===== src/rtl/el64_spi_pkg.sv =====
// Shared constants and types for the El-Barato-64 RAM-bridge SPI command master.
`timescale 1ns/1ps
package el64_spi_pkg;

    localparam logic [7:0] SPI_CMD_NOP        = 8'h00;
    localparam logic [7:0] SPI_CMD_WRITE      = 8'h01;
    localparam logic [7:0] SPI_CMD_READ_ADDR  = 8'h02;
    localparam logic [7:0] SPI_CMD_READ_DATA  = 8'h03;
    localparam logic [7:0] SPI_CMD_READ_READY = 8'h04;
    localparam logic [7:0] READY_OK           = 8'h01;

    typedef enum logic {OP_WRITE = 1'b0, OP_READ = 1'b1} cmd_op_e;

    typedef enum logic [2:0] {
        ST_IDLE, ST_WRITE, ST_RADDR, ST_POLL, ST_RDATA, ST_DONE
    } state_e;

    typedef enum logic [1:0] {PH_LEAD, PH_BYTE, PH_TRAIL} phase_e;

    typedef enum logic [1:0] {SH_IDLE, SH_LOW, SH_HIGH, SH_GAP} sh_state_e;

    // Index of the last byte in the frame a given state transmits.
    function automatic logic [2:0] frame_last(input state_e st);
        case (st)
            ST_WRITE: frame_last = 3'd5;
            ST_RADDR: frame_last = 3'd3;
            ST_POLL:  frame_last = 3'd1;
            ST_RDATA: frame_last = 3'd2;
            default:  frame_last = 3'd0;
        endcase
    endfunction

    function automatic logic [7:0] frame_byte(input state_e st, input logic [2:0] idx,
                                              input logic [23:0] addr, input logic [15:0] wdata);
        frame_byte = SPI_CMD_NOP;
        case (st)
            ST_WRITE, ST_RADDR: begin
                case (idx)
                    3'd0:    frame_byte = (st == ST_WRITE) ? SPI_CMD_WRITE : SPI_CMD_READ_ADDR;
                    3'd1:    frame_byte = addr[23:16];
                    3'd2:    frame_byte = addr[15:8];
                    3'd3:    frame_byte = addr[7:0];
                    3'd4:    frame_byte = wdata[15:8];
                    3'd5:    frame_byte = wdata[7:0];
                    default: frame_byte = SPI_CMD_NOP;
                endcase
            end
            ST_POLL:  if (idx == 3'd0) frame_byte = SPI_CMD_READ_READY;
            ST_RDATA: if (idx == 3'd0) frame_byte = SPI_CMD_READ_DATA;
            default:  frame_byte = SPI_CMD_NOP;
        endcase
    endfunction

endpackage


===== src/rtl/spi_cmd_master_shifter.sv =====
// Mode-0 SPI byte engine: shifts one byte MSB first, samples MISO on SCK rise, then idles SCK low for the gap.
`timescale 1ns/1ps
module spi_byte_shifter
    import el64_spi_pkg::*;
#(
    parameter int CLK_DIV    = 4,
    parameter int GAP_CYCLES = 16
) (
    input  logic       clk,
    input  logic       rst_n,
    input  logic       start,
    input  logic [7:0] tx_byte,
    output logic [7:0] rx_byte,
    output logic       done,
    output logic       sck,
    output logic       mosi,
    input  logic       miso
);
    localparam logic [15:0] DIV_LAST = 16'(CLK_DIV - 1);
    localparam logic [15:0] GAP_LAST = 16'(GAP_CYCLES - 1);

    sh_state_e   st_q, st_d;
    logic [15:0] cnt_q, cnt_d;
    logic [2:0]  bit_q, bit_d;
    logic [7:0]  sh_q, sh_d, rx_q, rx_d;
    logic        sck_q, sck_d, mosi_q, mosi_d, done_q, done_d;

    always_comb begin
        st_d   = st_q;
        cnt_d  = cnt_q;
        bit_d  = bit_q;
        sh_d   = sh_q;
        rx_d   = rx_q;
        sck_d  = sck_q;
        mosi_d = mosi_q;
        done_d = 1'b0;
        case (st_q)
            SH_IDLE: if (start) begin
                sh_d   = tx_byte;
                mosi_d = tx_byte[7];
                cnt_d  = '0;
                bit_d  = '0;
                st_d   = SH_LOW;
            end
            SH_LOW: if (cnt_q == DIV_LAST) begin
                sck_d = 1'b1;
                rx_d  = {rx_q[6:0], miso};
                cnt_d = '0;
                st_d  = SH_HIGH;
            end else begin
                cnt_d = cnt_q + 16'd1;
            end
            SH_HIGH: if (cnt_q == DIV_LAST) begin
                sck_d = 1'b0;
                cnt_d = '0;
                if (bit_q == 3'd7) begin
                    mosi_d = 1'b0;
                    st_d   = SH_GAP;
                end else begin
                    bit_d  = bit_q + 3'd1;
                    sh_d   = {sh_q[6:0], 1'b0};
                    mosi_d = sh_q[6];
                    st_d   = SH_LOW;
                end
            end else begin
                cnt_d = cnt_q + 16'd1;
            end
            SH_GAP: if (cnt_q == GAP_LAST) begin
                done_d = 1'b1;
                st_d   = SH_IDLE;
            end else begin
                cnt_d = cnt_q + 16'd1;
            end
            default: st_d = SH_IDLE;
        endcase
    end

    always_ff @(posedge clk or negedge rst_n) begin
        if (!rst_n) begin
            st_q   <= SH_IDLE;
            cnt_q  <= '0;
            bit_q  <= '0;
            sh_q   <= '0;
            rx_q   <= '0;
            sck_q  <= 1'b0;
            mosi_q <= 1'b0;
            done_q <= 1'b0;
        end else begin
            st_q   <= st_d;
            cnt_q  <= cnt_d;
            bit_q  <= bit_d;
            sh_q   <= sh_d;
            rx_q   <= rx_d;
            sck_q  <= sck_d;
            mosi_q <= mosi_d;
            done_q <= done_d;
        end
    end

    assign rx_byte = rx_q;
    assign done    = done_q;
    assign sck     = sck_q;
    assign mosi    = mosi_q;
endmodule


===== src/rtl/spi_cmd_master.sv =====
// Client-request to El-Barato-64 SPI frame sequencer (write, read-address, ready polling, read-data).
// Define SPI_POLL_TIMEOUT_EN to abort a read with rsp_err after MAX_POLLS not-ready polls.
`timescale 1ns/1ps
module spi_cmd_master
    import el64_spi_pkg::*;
#(
    parameter int CLK_DIV    = 4,
    parameter int GAP_CYCLES = 16,
    parameter int MAX_POLLS  = 255
) (
    input  logic        clk,
    input  logic        rst_n,
    input  logic        cmd_valid,
    output logic        cmd_ready,
    input  logic        cmd_op,
    input  logic [23:0] cmd_addr,
    input  logic [15:0] cmd_wdata,
    output logic        rsp_valid,
    output logic [15:0] rsp_rdata,
    output logic        rsp_err,
    output logic        busy,
    output logic        SCK,
    output logic        MOSI,
    input  logic        MISO,
    output logic        SSEL
);
    localparam logic [15:0] GAP_LAST = 16'(GAP_CYCLES - 1);

    state_e      state_q, state_d;
    phase_e      phase_q, phase_d;
    logic [15:0] cnt_q, cnt_d;
    logic [2:0]  idx_q, idx_d;
    logic [23:0] addr_q, addr_d;
    logic [15:0] wdata_q, wdata_d, rbuf_q, rbuf_d, rsp_rdata_q, rsp_rdata_d;
    logic [7:0]  tx_q, tx_d, status_q, status_d, rx_byte;
    logic        ssel_q, ssel_d, start_q, start_d, byte_done;
    logic        rsp_valid_q, rsp_valid_d, cmd_ready_q, cmd_ready_d, busy_q, busy_d;
`ifdef SPI_POLL_TIMEOUT_EN
    localparam logic [7:0] POLL_LAST = 8'(MAX_POLLS - 1);
    logic [7:0]  poll_cnt_q, poll_cnt_d;
    logic        rsp_err_q, rsp_err_d;
`endif

    spi_byte_shifter #(.CLK_DIV(CLK_DIV), .GAP_CYCLES(GAP_CYCLES)) u_shifter (
        .clk(clk), .rst_n(rst_n), .start(start_q), .tx_byte(tx_q), .rx_byte(rx_byte),
        .done(byte_done), .sck(SCK), .mosi(MOSI), .miso(MISO)
    );

    always_comb begin
        state_d     = state_q;
        phase_d     = phase_q;
        cnt_d       = cnt_q;
        idx_d       = idx_q;
        addr_d      = addr_q;
        wdata_d     = wdata_q;
        rbuf_d      = rbuf_q;
        rsp_rdata_d = rsp_rdata_q;
        tx_d        = tx_q;
        status_d    = status_q;
        ssel_d      = ssel_q;
        start_d     = 1'b0;
`ifdef SPI_POLL_TIMEOUT_EN
        poll_cnt_d  = poll_cnt_q;
        rsp_err_d   = rsp_err_q;
`endif
        case (state_q)
            ST_IDLE: if (cmd_valid && cmd_ready_q) begin
                addr_d      = cmd_addr;
                wdata_d     = cmd_wdata;
                rsp_rdata_d = '0;
                state_d     = (cmd_op_e'(cmd_op) == OP_READ) ? ST_RADDR : ST_WRITE;
                ssel_d      = 1'b0;
                phase_d     = PH_LEAD;
                cnt_d       = '0;
`ifdef SPI_POLL_TIMEOUT_EN
                poll_cnt_d  = '0;
                rsp_err_d   = 1'b0;
`endif
            end
            ST_DONE: state_d = ST_IDLE;
            default: begin
                case (phase_q)
                    PH_LEAD: if (cnt_q == GAP_LAST) begin
                        phase_d = PH_BYTE;
                        idx_d   = '0;
                        start_d = 1'b1;
                        tx_d    = frame_byte(state_q, 3'd0, addr_q, wdata_q);
                    end else begin
                        cnt_d = cnt_q + 16'd1;
                    end
                    PH_BYTE: if (byte_done) begin
                        // Only the response positions of POLL and RDATA carry meaningful MISO data.
                        if (state_q == ST_POLL && idx_q == 3'd1)  status_d     = rx_byte;
                        if (state_q == ST_RDATA && idx_q == 3'd1) rbuf_d[15:8] = rx_byte;
                        if (state_q == ST_RDATA && idx_q == 3'd2) rbuf_d[7:0]  = rx_byte;
                        if (idx_q == frame_last(state_q)) begin
                            phase_d = PH_TRAIL;
                            ssel_d  = 1'b1;
                            cnt_d   = '0;
                        end else begin
                            idx_d   = idx_q + 3'd1;
                            start_d = 1'b1;
                            tx_d    = frame_byte(state_q, idx_q + 3'd1, addr_q, wdata_q);
                        end
                    end
                    default: if (cnt_q == GAP_LAST) begin
                        cnt_d   = '0;
                        phase_d = PH_LEAD;
                        case (state_q)
                            ST_WRITE: state_d = ST_DONE;
                            ST_RADDR: begin
                                state_d = ST_POLL;
                                ssel_d  = 1'b0;
                            end
                            ST_POLL: if (status_q == READY_OK) begin
                                state_d = ST_RDATA;
                                ssel_d  = 1'b0;
`ifdef SPI_POLL_TIMEOUT_EN
                            end else if (poll_cnt_q == POLL_LAST) begin
                                state_d     = ST_DONE;
                                rsp_err_d   = 1'b1;
                                rsp_rdata_d = '0;
                            end else begin
                                poll_cnt_d = poll_cnt_q + 8'd1;
                                ssel_d     = 1'b0;
`else
                            end else begin
                                ssel_d = 1'b0;
`endif
                            end
                            default: begin
                                state_d     = ST_DONE;
                                rsp_rdata_d = rbuf_q;
                            end
                        endcase
                    end else begin
                        cnt_d = cnt_q + 16'd1;
                    end
                endcase
            end
        endcase
        rsp_valid_d = (state_d == ST_DONE);
        cmd_ready_d = (state_d == ST_IDLE);
        busy_d      = (state_d != ST_IDLE);
    end

    always_ff @(posedge clk or negedge rst_n) begin
        if (!rst_n) begin
            state_q     <= ST_IDLE;
            phase_q     <= PH_LEAD;
            cnt_q       <= '0;
            idx_q       <= '0;
            addr_q      <= '0;
            wdata_q     <= '0;
            rbuf_q      <= '0;
            rsp_rdata_q <= '0;
            tx_q        <= '0;
            status_q    <= '0;
            ssel_q      <= 1'b1;
            start_q     <= 1'b0;
            rsp_valid_q <= 1'b0;
            cmd_ready_q <= 1'b0;
            busy_q      <= 1'b0;
        end else begin
            state_q     <= state_d;
            phase_q     <= phase_d;
            cnt_q       <= cnt_d;
            idx_q       <= idx_d;
            addr_q      <= addr_d;
            wdata_q     <= wdata_d;
            rbuf_q      <= rbuf_d;
            rsp_rdata_q <= rsp_rdata_d;
            tx_q        <= tx_d;
            status_q    <= status_d;
            ssel_q      <= ssel_d;
            start_q     <= start_d;
            rsp_valid_q <= rsp_valid_d;
            cmd_ready_q <= cmd_ready_d;
            busy_q      <= busy_d;
        end
    end

`ifdef SPI_POLL_TIMEOUT_EN
    always_ff @(posedge clk or negedge rst_n) begin
        if (!rst_n) begin
            poll_cnt_q <= '0;
            rsp_err_q  <= 1'b0;
        end else begin
            poll_cnt_q <= poll_cnt_d;
            rsp_err_q  <= rsp_err_d;
        end
    end
    assign rsp_err = rsp_err_q;
`else
    assign rsp_err = 1'b0;
`endif

    assign SSEL      = ssel_q;
    assign rsp_valid = rsp_valid_q;
    assign rsp_rdata = rsp_rdata_q;
    assign cmd_ready = cmd_ready_q;
    assign busy      = busy_q;
endmodule


===== config.mk =====
export PLATFORM = sky130hd
export DESIGN_NAME = spi_cmd_master
export DESIGN_NICKNAME = d
export VERILOG_FILES = /design/src/rtl/el64_spi_pkg.sv /design/src/rtl/spi_cmd_master_shifter.sv /design/src/rtl/spi_cmd_master.sv
export SDC_FILE = /design/constraint.sdc
export NUM_CORES = 1
export LEC_CHECK = 0
export ABC_AREA = 1
export BUFFER_PORTS_ARGS = -buffer_cell sky130_fd_sc_hd__clkbuf_2
export CORE_ASPECT_RATIO = 0.75
export CORE_MARGIN = 3
export CORE_UTILIZATION = 35
export CTS_CLUSTER_DIAMETER = 60
export DETAILED_ROUTE_END_ITERATION = 7
export PLACE_DENSITY = 0.57
export RECOVER_POWER = 50
export SYNTH_ARGS = -nofsm -noshare
export SYNTH_HDL_FRONTEND = slang
export SYNTH_SLANG_ARGS = --single-unit

===== constraint.sdc =====
create_clock -name clk -period 3.13 [get_ports clk]
set_input_delay 0.7825 -clock clk [delete_from_list [all_inputs] [get_ports clk]]
set_output_delay 0.7825 -clock clk [all_outputs]
set_load 0.01 [all_outputs]

# Word level (Yosys, flattened, before mapping)
# Cells that the tools add are included.
dict set report word_totals {
  input_bits 45
  reg_bits 156
  word_cells 189
  output_inout_bits 23
}
dict set report classes {
  n_bitwise 2
  n_eq_ne 40
  reduce_logical 37
  n_mux 82
  n_addsub 4
}
# operator count
set op_table {}
lappend op_table {{$mux W16} 11}
lappend op_table {{$pmux W16 S2} 3}
lappend op_table {{$pmux W16 S3} 1}
lappend op_table {{$pmux W8 S6} 1}
lappend op_table {{$mux W3} 14}
lappend op_table {{$add A16 B1 Y16 const B} 2}
lappend op_table {{$eq A16 B4 Y1 const B} 2}
lappend op_table {{$mux W2} 13}
lappend op_table {{$mux W8} 3}
lappend op_table {{$pmux W3 S2} 4}
lappend op_table {{$pmux W8 S3} 1}
lappend op_table {{$mux W7} 3}
lappend op_table {{$reduce_and A4 Y1} 5}
lappend op_table {{$eq A3 B3 Y1 const B} 6}
lappend op_table {{$eq A16 B2 Y1 const B} 1}
lappend op_table {{$mux W1} 16}
lappend op_table {{$pmux W8 S2} 1}
lappend op_table {{$eq A3 B2 Y1 const B} 5}
lappend op_table {{$reduce_and A5 Y1} 3}
lappend op_table {{$ne A2 B1 Y1 const B} 7}
lappend op_table {{$pmux W7 S2} 1}
lappend op_table {{$ne A2 B2 Y1 const B} 6}
lappend op_table {{$pmux W3 S4} 1}
lappend op_table {{$pmux W1 S2} 5}
lappend op_table {{other kinds (23)} 50}

# Depth between registers and ports, before layout
dict set report logic_depth {
  word_depth 10
  mapped_depth 15
  ltp_nobuf 15
}

# Cells and area by module
# From an unflattened synthesis, not the netlist that was laid out.
dict set report hier_totals {
  hier_cells 1083
  hier_area_um2 8284.2
}
# module cells_per_inst seq_area_each_um2 area_each_um2 instances
set modules_own_cells {}
lappend modules_own_cells {spi_cmd_master 752 2929.1 5898.2 1}
lappend modules_own_cells {spi_byte_shifter 331 975.9 2386.0 1}

# Least setup slack after synthesis
# Ideal clock, no wire load.
dict set report synth_path {
  kind {flip-flop to flip-flop}
  startpoint {register idx_q[1]}
  endpoint {register rbuf_q[14]}
  setup_ns 0.131
  path_slack_ns 1.435
  n_path_buf 1
  path_stages_with_launch 9
  t_required_ns 2.999
  synth_period_minus_slack_ns 1.695
  t_arrival_ns 1.564
  cell_sequence {dfrtp_1 -> inv_1 -> ha_1 -> inv_1 -> nor4_1 -> nand2_1 -> clkbuf_1 -> nand2_1 -> o21ai_0}
}
dict set report synth_between {
  elab_chain_cells 3
}
# element line_no
set synth_lines {}
lappend synth_lines {{start: declaration} spi_cmd_master.sv:32} ;# logic [2:0] idx_q, idx_d;
lappend synth_lines {{start signal: assignment} spi_cmd_master.sv:168} ;# idx_q <= idx_d;
lappend synth_lines {{$eq A3 B1 Y1} spi_cmd_master.sv:94} ;# if (state_q == ST_RDATA && idx_q == 3'd1) rbuf_d[15:8] = rx_byte;
lappend synth_lines {{$logic_and A1 B1 Y1} spi_cmd_master.sv:94}
lappend synth_lines {{$reduce_and A4 Y1 (no line)} -}
lappend synth_lines {{end signal: assignment} spi_cmd_master.sv:171} ;# rbuf_q <= rbuf_d;
lappend synth_lines {{end: declaration} spi_cmd_master.sv:34} ;# logic [15:0] wdata_q, wdata_d, rbuf_q, rbuf_d, rsp_rdata_q, rsp_rdata_d;
# Every way passes these cells.
# A chain may end at the register's enable or synchronous reset.

# Final worst setup path
dict set report layout_path {
  startpoint {register state_q[2]}
  endpoint {register cnt_q[12]}
}
dict set report layout_between {
  elab_chain_cells 8
  elab_cells_between_ends 18
  classes_between {eq/ne: 10; mux: 5; bitwise: 1; reduce/logical: 2}
}
# element line_no
set layout_lines {}
lappend layout_lines {{start: declaration} spi_cmd_master.sv:29} ;# state_e state_q, state_d;
lappend layout_lines {{start signal: assignment} spi_cmd_master.sv:165} ;# state_q <= state_d;
lappend layout_lines {{$eq A3 B3 Y1 (tied with other cells)} el64_spi_pkg.sv:24} ;# case (st)
lappend layout_lines {{$pmux W3 S4} el64_spi_pkg.sv:24}
lappend layout_lines {{$mux W3} spi_cmd_master.sv:91} ;# PH_BYTE: if (byte_done) begin
lappend layout_lines {{$mux W3} spi_cmd_master.sv:82} ;# case (phase_q)
lappend layout_lines {{$mux W3} spi_cmd_master.sv:66} ;# case (state_q)
lappend layout_lines {{$eq A3 B3 Y1} spi_cmd_master.sv:96} ;# if (idx_q == frame_last(state_q)) begin
lappend layout_lines {{$ne A3 B2 Y1 (no line)} -}
lappend layout_lines {{$reduce_and A5 Y1 (no line)} -}
lappend layout_lines {{end signal: assignment} spi_cmd_master.sv:167} ;# cnt_q <= cnt_d;
lappend layout_lines {{end: declaration} spi_cmd_master.sv:31} ;# logic [15:0] cnt_q, cnt_d;
# Several ways; a longest one is shown, not always the timed one. The select of a mux whose other input is x is not followed.

==> results_dict.tcl <==
set metrics [dict create \
    grt_pass1_vias 6083 \
    drt_drc_violations_left 0 \
    drt_wl_total_microns 18300 \
    yosys.area.top_type_share_pct 49.0 \
    cts_tree "yes" \
    reg2reg_setup_slack_ns 0.84 \
    ff2ff_path_depth 11 \
    clock_latency_ns 0.43 \
    max_stage_delay_ns 0.43 \
    max_clock_freq_mhz 436 \
    fp.dieH_microns 136 \
    clk_path_buf_depth 2 \
    diodes 0 \
    ys_seq_area_share_pct 49.4 \
    comb_power_share_pct 1.6 \
    cts_hold_buffers 0 \
    crit_top_cell "nand2_1" \
    arrival_ns 2.66 \
    critPathLaunchType "register" \
    postLayoutCoreUtil_pct 42.3 \
    p_int_mw 3.56 \
    yosys.area.top_type "dfrtp_1" \
    syn-instance-count 1017 \
    place_inst 1346 \
    portBuffers 66 \
    fp-row-count 46 \
    fin_crit_ns 2.29 \
    required_ns 3.50 \
    p_leak_nw 4.59 \
    post_cts_resized 0 \
    die_w_microns 180 \
    synth_compound_area_share_pct 9.00 \
    crit_path_cell_trace "inv_1, nand2_1, inv_1, nor2_2, nand2_1, nand3_1, nor2_1, nand2_2, inv_2, nand3_1, nand2_1" \
    die_area_sq_um 24500 \
    final_common_cell "nand2_1" \
    tritoncts.num_buffers 17 \
    place_hpwl_microns 13100 \
    rsz0062_at_grt "no" \
    core_area_sq_um 21600 \
    total_power_mw 4.48 \
    max_slew_margin_pct -16.8 \
    yosys.area_share.adder_pct 2.21 \
    drive_gt1_share_pct 11.8 \
    yosys_warnings 0 \
    hold_start "addr_q[17]" \
    gp_congestion 0.858 \
    hold_path_depth 2 \
    p_clk_share_pct 53.4 \
    drt_first_iter_violations 470 \
    cpMaxStageDelayCell "dfrtp_1" \
    synth-seq-cells 156 \
    vias 6460 \
    synth_xor_area_share_pct 2.32 \
    p_per_area_nw_per_um2 490 \
    areaGrowthSynthToFinish_pct 15.7 \
    whs_endpoint "addr_q[17]" \
    fill_cells 2216 \
    synth-simple-area-share_pct 29.2 \
    grt_max_degree 69 \
    synth_mux_area_share_pct 0.886 \
    seq_power_share_pct 45.0 \
    critPathMaxFanout 24 \
    finalMaxSlewViolations 68 \
    fin_skew_ns 0.0123 \
    cts_setup_buffers 0 \
    synth_area_sq_um 7910 \
    clkTransAtPathRegs_ns 0.06 \
    syn_avg_cell_area_sq_um 7.78 \
    setup_violations 0 \
    period_share_pct 73.3 \
    synthTopCellsByArea "dfrtp_1 49%, nand2_1 17%, nand3_1 4.9%, o21ai_0 4.8%, inv_1 4.4%" \
    switchingPower_mw 0.922 \
    htree_levels 4 \
    root_buffer "clkbuf_16" \
    overflow 0 \
    synth_cell_types 38 \
    status "complete, but fails checks" \
    end_kind "register" \
    stdcell_count 1377 \
    grt_pass1_wl_microns 30900 \
    wl_per_cell_microns 13.3 \
    reg2reg_from "state_q[2]" \
    worst_pin_slew_ns 1.75 \
    r2r-end "cnt_q[12]" \
    first_pass_iters 5 \
    antenna_found_initial 0 \
    io_pins 68 \
    drtAntennaViolNets 0 \
    vias_per_cell 4.69 \
    hold_viol 0 \
    cap_violations 1 \
    final_nets 1136 \
    track_usage_pct 15.5 \
    critPathKind "register to register" \
    start_util_pct 36.6 \
    tns_ns 0 \
    violations "max-capacitance violations, max-slew violations" \
    mostFrequentLayoutCells "369 x nand2_1, 155 x dfrtp_1, 94 x inv_1" \
    switching_share_pct 20.6 \
    synth.net_count 1076 \
    peakVddDrop_uv 413 \
    hold_class "register to register" \
    cts_sinks 156 \
    synth_top_family_by_area "simple AND/OR/NAND/NOR gates" \
]
## stage by stage
stage                     hold WS [ns]  setup WS, ns  area [sq um]
after floorplan                  0.442          1.44          7910
after global placement           0.457          1.04          8500
after detailed placement         0.464          1.01          8500
after CTS                        0.376         0.998          9180
after global routing             0.494         0.466          9160
final                            0.475         0.836          9160
## kinds of logic (layout without fill, tap and decap cells)
family,Yosys count,in the layout
AND/OR/NAND/NOR,554,554
flip-flops,156,156
other,1,1
AO/OA/AOI/OAI,132,132
adder cells (fa/ha/maj),14,14
XOR/XNOR,21,21
multiplexers,7,7
buffers and inverters,132,204
## synthesized netlist by cell type
master	n
a22o_1	1
a21oi_2	1
nor3_1	5
o211ai_1	1
conb_1	1
xnor2_1	1
buf_6	3
a22oi_1	1
nor3_2	1
nand3_2	1
mux2i_1	7
a21oi_1	24
a21boi_4	2
buf_1	3
nor2_4	1
inv_2	5
ha_1	14
xor2_1	20
or2_2	3
nand2_1	368
clkbuf_1	12
dfrtp_1	155
buf_4	5
o21ai_0	76
nand3_4	1
nand3b_1	1
clkinv_1	1
dfstp_2	1
nor2_2	3
nand4_1	19
o21ai_2	3
nor2_1	61
buf_2	10
inv_1	93
nand2_2	11
nand3_1	78
o21ai_1	23
nor4_1	1
## worst max-delay path by stage
| stage | cells after the start | slack [ns] | end | startpoint |
|---|---|---|---|---|
| final | 11 | 0.84 | cnt_q[12] | state_q[2] |
| after global routing | 2 | 0.47 | u_shifter.cnt_q[4] | rst_n |
| after CTS | 11 | 1.0 | cnt_q[12] | state_q[1] |
| after detailed placement | 9 | 1.01 | cnt_q[14] | cmd_valid |
| after global placement | 10 | 1.04 | cnt_q[8] | state_q[1] |
| after floorplan | 8 | 1.44 | rbuf_q[14] | idx_q[1] |
## worst max-delay path, delay by kind of cell (launching register included)
family | cells | cell delay, ns
buffers and inverters | 3 | 0.71
and+or+nand+nor | 8 | 1.09
DFF | 1 | 0.43
## final cells by class
class / count / area (sq um) / share of cell area (%)
sequential: 156 / 3910 / 42.6
clock buffer: 18 / 439 / 4.80
timing repair buffer: 74 / 392 / 4.28
multi-input combinational: 729 / 3450 / 37.7
tap: 288 / 360 / 3.93
clock inverter: 13 / 240 / 2.62
inverter: 99 / 372 / 4.06
## layer usage
metal,track usage (%),up-vias,wire (microns)
li1,-,3356,-
met1,24.1,2959,10200
met2,21.6,126,7230
met4,3.82,0,178
met5,0,-,0
met3,3.48,19,664
## flip-flops by register name (all words and copies together), names as in the netlist
signal / flops
tx_q: 8
u_shifter.sh_q: 7
wdata_q: 16
status_q: 8
u_shifter.done: 1
idx_q: 3
u_shifter.cnt_q: 16
addr_q: 24
cnt_q: 16
u_shifter.sck: 1
busy: 1
state_q: 3
SSEL: 1
u_shifter.st_q: 2
rsp_rdata: 16
cmd_ready: 1
u_shifter.rx_byte: 8
rbuf_q: 16
rsp_valid: 1
phase_q: 2
start_q: 1
u_shifter.mosi: 1
u_shifter.bit_q: 3
## power by group through the flow
stage	registers (mW)	logic, mW	clock network (mW)
2_1_floorplan	2.05	0.00238	0
3_3_place_gp	2.05	0.0786	0
3_5_place_dp	2.05	0.0790	0
4_1_cts	2.02	0.0790	2.45
5_1_grt	2.02	0.0859	2.53
6_report	2.02	0.0727	2.39
(Power assumes the default switching activity.)
